[src/rtl/pairing_seq_ctrl.sv]
// Microcoded pairing sequencer: fetches from an external ROM, issues ops, loops on the curve parameter bits.
// Latency: run -> first op_valid 3 cycles; op 3 cycles, branch 2. Backpressure: ISSUE holds op until op_ready.
// Optional cycle/op performance counters with PAIRING_SEQ_PERF_EN.
module pairing_seq_ctrl #(
   parameter int          FUNC_W      = 4,
   parameter int          PC_W        = 10,
   parameter int          ENTRY_SHIFT = 6,
   parameter int          INST_W      = 32,
   parameter int          LOOP_BITS   = 64,
   parameter logic [63:0] LOOP_PARAM  = 64'hd201000000010000
) (
   input  logic              clk,
   input  logic              rst,
   input  logic              swrst,
   input  logic              run,
   input  logic [FUNC_W-1:0] n_func,
   output logic              rom_rd,
   output logic [PC_W-1:0]   rom_addr,
   input  logic [INST_W-1:0] rom_data,
   output logic              op_valid,
   output logic [INST_W-4:0] op_data,
   input  logic              op_ready,
   output logic              opstart,
   output logic              busy,
   output logic              endflag,
   output logic              err
`ifdef PAIRING_SEQ_PERF_EN
   ,
   output logic [31:0]       cyc_cnt,
   output logic [15:0]       op_cnt
`endif
);

   localparam int BI_W = (LOOP_BITS > 1) ? $clog2(LOOP_BITS) : 1;
   localparam logic [BI_W-1:0]      BI_INIT = BI_W'(LOOP_BITS - 2);
   localparam logic [BI_W-1:0]      BI_ONE  = 1;
   localparam logic [PC_W-1:0]      PC_ONE  = 1;
   localparam logic [LOOP_BITS-1:0] LP      = LOOP_PARAM[LOOP_BITS-1:0];

   localparam logic [2:0] OPC_OP   = 3'b000;
   localparam logic [2:0] OPC_JBIT = 3'b001;
   localparam logic [2:0] OPC_LDEC = 3'b010;
   localparam logic [2:0] OPC_END  = 3'b011;

   typedef enum logic [2:0] {S_IDLE, S_FETCH, S_DECODE, S_ISSUE, S_DONE} state_t;

   state_t              state, state_nxt;
   logic [PC_W-1:0]     pc, pc_nxt;
   logic [BI_W-1:0]     bit_idx, bit_nxt;
   logic [INST_W-4:0]   payload, pay_nxt;
   logic                err_nxt;

   logic [2:0]          opc;
   logic [PC_W-1:0]     tgt;
   logic [PC_W-1:0]     entry;

   assign opc   = rom_data[INST_W-1:INST_W-3];
   assign tgt   = rom_data[PC_W-1:0];
   assign entry = PC_W'(n_func) << ENTRY_SHIFT;

   always_comb begin
      state_nxt = state;
      pc_nxt    = pc;
      bit_nxt   = bit_idx;
      pay_nxt   = payload;
      err_nxt   = err;
      case (state)
         S_IDLE: begin
            if (run) begin
               state_nxt = S_FETCH;
               pc_nxt    = entry;
               bit_nxt   = BI_INIT;
               err_nxt   = 1'b0;
            end
         end
         S_FETCH: state_nxt = S_DECODE;
         S_DECODE: begin
            // rom_data is the word addressed during FETCH
            case (opc)
               OPC_OP: begin
                  pay_nxt   = rom_data[INST_W-4:0];
                  state_nxt = S_ISSUE;
               end
               OPC_JBIT: begin
                  pc_nxt    = LP[bit_idx] ? tgt : pc + PC_ONE;
                  state_nxt = S_FETCH;
               end
               OPC_LDEC: begin
                  if (bit_idx == '0) begin
                     pc_nxt = pc + PC_ONE;
                  end else begin
                     bit_nxt = bit_idx - BI_ONE;
                     pc_nxt  = tgt;
                  end
                  state_nxt = S_FETCH;
               end
               OPC_END: state_nxt = S_DONE;
               default: begin
                  err_nxt   = 1'b1;
                  state_nxt = S_DONE;
               end
            endcase
         end
         S_ISSUE: begin
            if (op_ready) begin
               pc_nxt    = pc + PC_ONE;
               state_nxt = S_FETCH;
            end
         end
         S_DONE:  state_nxt = S_IDLE;
         default: state_nxt = S_IDLE;
      endcase
   end

   always_ff @(posedge clk) begin
      if (rst || swrst) begin
         state   <= S_IDLE;
         pc      <= '0;
         bit_idx <= BI_INIT;
         payload <= '0;
         err     <= 1'b0;
      end else begin
         state   <= state_nxt;
         pc      <= pc_nxt;
         bit_idx <= bit_nxt;
         payload <= pay_nxt;
         err     <= err_nxt;
      end
   end

   assign rom_rd   = (state == S_FETCH);
   assign rom_addr = pc;
   assign op_valid = (state == S_ISSUE);
   assign op_data  = payload;
   assign opstart  = op_valid & op_ready;
   assign busy     = (state != S_IDLE);
   assign endflag  = (state == S_DONE);

`ifdef PAIRING_SEQ_PERF_EN
   // Counters saturate and stay frozen in IDLE until the next run accept.
   always_ff @(posedge clk) begin
      if (rst || swrst) begin
         cyc_cnt <= '0;
         op_cnt  <= '0;
      end else if (state == S_IDLE && run) begin
         cyc_cnt <= '0;
         op_cnt  <= '0;
      end else begin
         if (busy && cyc_cnt != '1) cyc_cnt <= cyc_cnt + 32'd1;
         if (opstart && op_cnt != '1) op_cnt <= op_cnt + 16'd1;
      end
   end
`endif

endmodule
[config.mk]
export PLATFORM = sky130hd
export DESIGN_NAME = pairing_seq_ctrl
export DESIGN_NICKNAME = d
export VERILOG_FILES = /design/src/rtl/pairing_seq_ctrl.sv
export SDC_FILE = /design/constraint.sdc
export NUM_CORES = 1
export LEC_CHECK = 0
export BUFFER_PORTS_ARGS = -buffer_cell sky130_fd_sc_hd__buf_4
export CORE_ASPECT_RATIO = 1.2
export CORE_UTILIZATION = 53
export DETAILED_ROUTE_END_ITERATION = 16
export PLACE_DENSITY = 0.84
export RECOVER_POWER = 50
export SETUP_SLACK_MARGIN = 0.05
export SLEW_MARGIN = 20
export SYNTH_ARGS = -nofsm -noshare
export SYNTH_HDL_FRONTEND = slang
export SYNTH_SLANG_ARGS = --single-unit
export TNS_END_PERCENT = 100
[constraint.sdc]
create_clock -name clk -period 4.46 [get_ports clk]
set_clock_uncertainty 0.15 [all_clocks]
set_input_delay 0.223 -clock clk [delete_from_list [all_inputs] [get_ports clk]]
set_output_delay 0.223 -clock clk [all_outputs]
set_load 0.005 [all_outputs]
==> metrics <==
Critical Path RT 4.55 ns; Via density 5.58; worst skew pair latency 0.30 ns; Post-CTS Setup Bufs 0; gr usage total 26.0%; P_leak 1.18 nW; FF+latch count, synth 50; worst-margin pin slew 0.960 ns; remaining antenna violation count 0; die area 0.00481 mm²; Critical Path Fanout Max 13; post-layout util 73.5%; Warnings, synthesis 0; GP Congestion 0.811; Worst Hold Path EP op_data[23]$_SDFFE_PN0P_; max_slew headroom 35.5%; Non-Filler Instances 441; Most used DFF post-synth dfxtp_1; row count 26; fill cell count 365; TritonCTS clock tree built; kind of critical path flop to flop; Port Buf Inserts 85; crit path DAT 2.61 ns; largest net degree at the start of global routing 45; layout cells sized above 1 26.5%; HPWL Detailed 4520 µm; mapped cell area 0.00240 mm²; # clock sinks 50; Root Driver clkbuf_8; async set-reset flop share out of synthesis 0%; Yosys cell types 53; max_cap viols 0; Vias 2462; Max Fclk 397 MHz; antenna violations before repair 0; number of synthesized flops with an enable pin 0; drt wl/cell 14.3 µm; worst reg2reg path depth 6; average cell area after synthesis 7.83 µm²; Worst IR Drop VDD 0.154 mV; final number of setup-violating endpoints 0; Core Footprint 0.00429 mm²; RSZ-0062 raised after global routing false; outcome finished clean; final net count 428; Worst Hold Launch rom_data[23]; Mapped Nets 351; Vert. Die Dim 75.8 µm; Synth Instances 307; Total Power 858 µW; hold path cells 3; DRT Pass-1 Iters 4; total gr overflow 0; multi-input logic area 0.00129 mm²; minimum clock period 2.52 ns; initial DRC count 192; HP Class input port to flop; r2r setup slk 1.94 ns; Initial Utilization 56.0%; Clk pin slew, worst setup/hold paths 0.09 ns; FF+latch area 0.00100 mm²; die extent in x 63.5 µm; period utilization 56.5%; diode count 0; IO Pins 86; final setup TNS 0 ns; global-route wire length before repair 9740 µm; Placed Cells 432; Pwr Density 272 mW/mm²; CP startpoint kind flop; Num CTS Buffers 5; Clock Path Buffers 2; pins over their slew limit 0; htree depth 2; final hold vios 0; CP endpoint kind flop; overall routed net length 6290 µm; part of the Yosys area used for sequential elements 41.6%; area added between synthesis and finish 31.2%; Min Hold Slack 0.0101 ns; vias in the first global route 2141; Worst R2R Start state[1]$_SDFFE_PN0P_; # DRC 0
==> critical path, stage by stage, from the launching register on <==
cell	delay, ns
dfxtp_1	0.53
nor2_1	0.09
nor3_1	0.74
nand2_4	0.14
a21oi_1	0.29
or3b_1	0.39
o2bb2ai_2	0.12
==> synthesized netlist by cell type, drive strengths merged (2+ instances only) <==
cell type   n  share of area (%)
nand2      75                 12
dfxtp      50                 42
a21oi      43                9.1
nor2       15                2.7
clkbuf     12                1.9
nor3       12                2.7
o21ai      11                2.4
inv         9                1.4
buf         6                1.5
nand3       6                1.2
nor3b       6                1.9
xnor2       4                1.5
xor2        4                1.5
a211oi      3               0.94
and2        3               0.78
ha          3                1.6
nand4       3               0.78
nor2b       3               0.78
nor4        3               0.78
a21o        2               0.62
a221oi      2               0.73
a31oi       2               0.52
a32oi       2               0.73
and3        2               0.52
nand2b      2               0.52
o31a        2               0.73
o32ai       2               0.73
or3b        2               0.73
or4         2               0.78
==> metal layers <==
layer,global-route usage (%),up-vias,share of wire (%)
met2,48.2,77,53
met1,30.8,1154,42
met3,4.19,9,4.4
li1,-,1222,-
met4,8.33,0,1.2
met5,0,-,0
==> worst max path at each step <==
stage	from	end	slack [ns]	cells past startpoint
floorplan	bit_idx[0]$_SDFFE_PN0N_	flop	2.31	8
global placement	state[1]$_SDFFE_PN0P_	op_data[15]$_SDFFE_PN0P_	1.98	4
detailed placement	state[1]$_SDFFE_PN0P_	op_data[26]$_SDFFE_PN0P_	1.96	4
CTS	state[1]$_SDFFE_PN0P_	op_data[26]$_SDFFE_PN0P_	1.93	4
global route	state[1]$_SDFFE_PN0P_	flop	1.73	6
finish	state[1]$_SDFFE_PN0P_	flop	1.94	6
==> sequential cells by signal, indices dropped and copies added, names as in the netlist, named ones only <==
register  flops
rom_addr     10
state         3
op_data      29
err           1
bit_idx       6
==> layout make-up <==
cell class                 count  area share [%]
multi-input combinational    230            40.9
sequential                    50            31.7
timing repair buffer          88            20.5
clock buffer                   6            2.30
tap                           56            2.22
clock inverter                 2            1.19
inverter                       9            1.07
==> report_power, final <==
| group | switching [mW] | total [mW] | internal (mW) |
|---|---|---|---|
| Clock | 0.151 | 0.318 | 0.167 |
| Sequential | 0.00498 | 0.455 | 0.450 |
| Combinational | 0.0423 | 0.0850 | 0.0427 |
| Total | 0.198 | 0.858 | 0.660 |
==> repair_timing <==
action / 4_1_cts / 5_1_grt
hold buffers: 0 / 1
gates resized for setup: 0 / 0
endpoints found under the hold margin: 0 / 1
==> kinds of logic (layout without fill, tap and decap cells) <==
| group | count (synthesis) | in the layout | share of synthesized area, % |
|---|---|---|---|
| AOI/OAI and AO/OA | 81 | 81 | 21.4 |
| xor gates and xnor gates | 8 | 8 | 2.91 |
| adders and majority gates | 3 | 3 | 1.56 |
| buffers and inverters | 27 | 105 | 4.73 |
| DFF | 50 | 50 | 41.6 |
| muxes | 1 | 1 | 0.468 |
| and+or+nand+nor | 137 | 137 | 27.3 |
==> metrics by stage <==
stage | worst slack, ns | instance area (µm²)
2_1_floorplan | 2.31 | 2400
3_3_place_gp | 1.98 | 3050
3_5_place_dp | 1.96 | 3050
4_1_cts | 1.93 | 3160
5_1_grt | 1.73 | 3150
6_report | 1.94 | 3150
==> cell usage in the layout (no fill, tap or decap), types with 3 or more instances in the layout <==
cell,n
ha_1,3
o21ai_0,10
a211oi_1,3
a21oi_1,42
nor2_1,14
xnor2_1,4
nand4_1,3
inv_1,9
clkbuf_4,37
nor3_1,12
xor2_1,4
clkbuf_1,4
nand2_1,74
nor2b_1,3
dfxtp_1,50
clkbuf_8,5
nand3_1,6
buf_4,46
nor3b_1,6
Power figures use the tool's default switching activity.
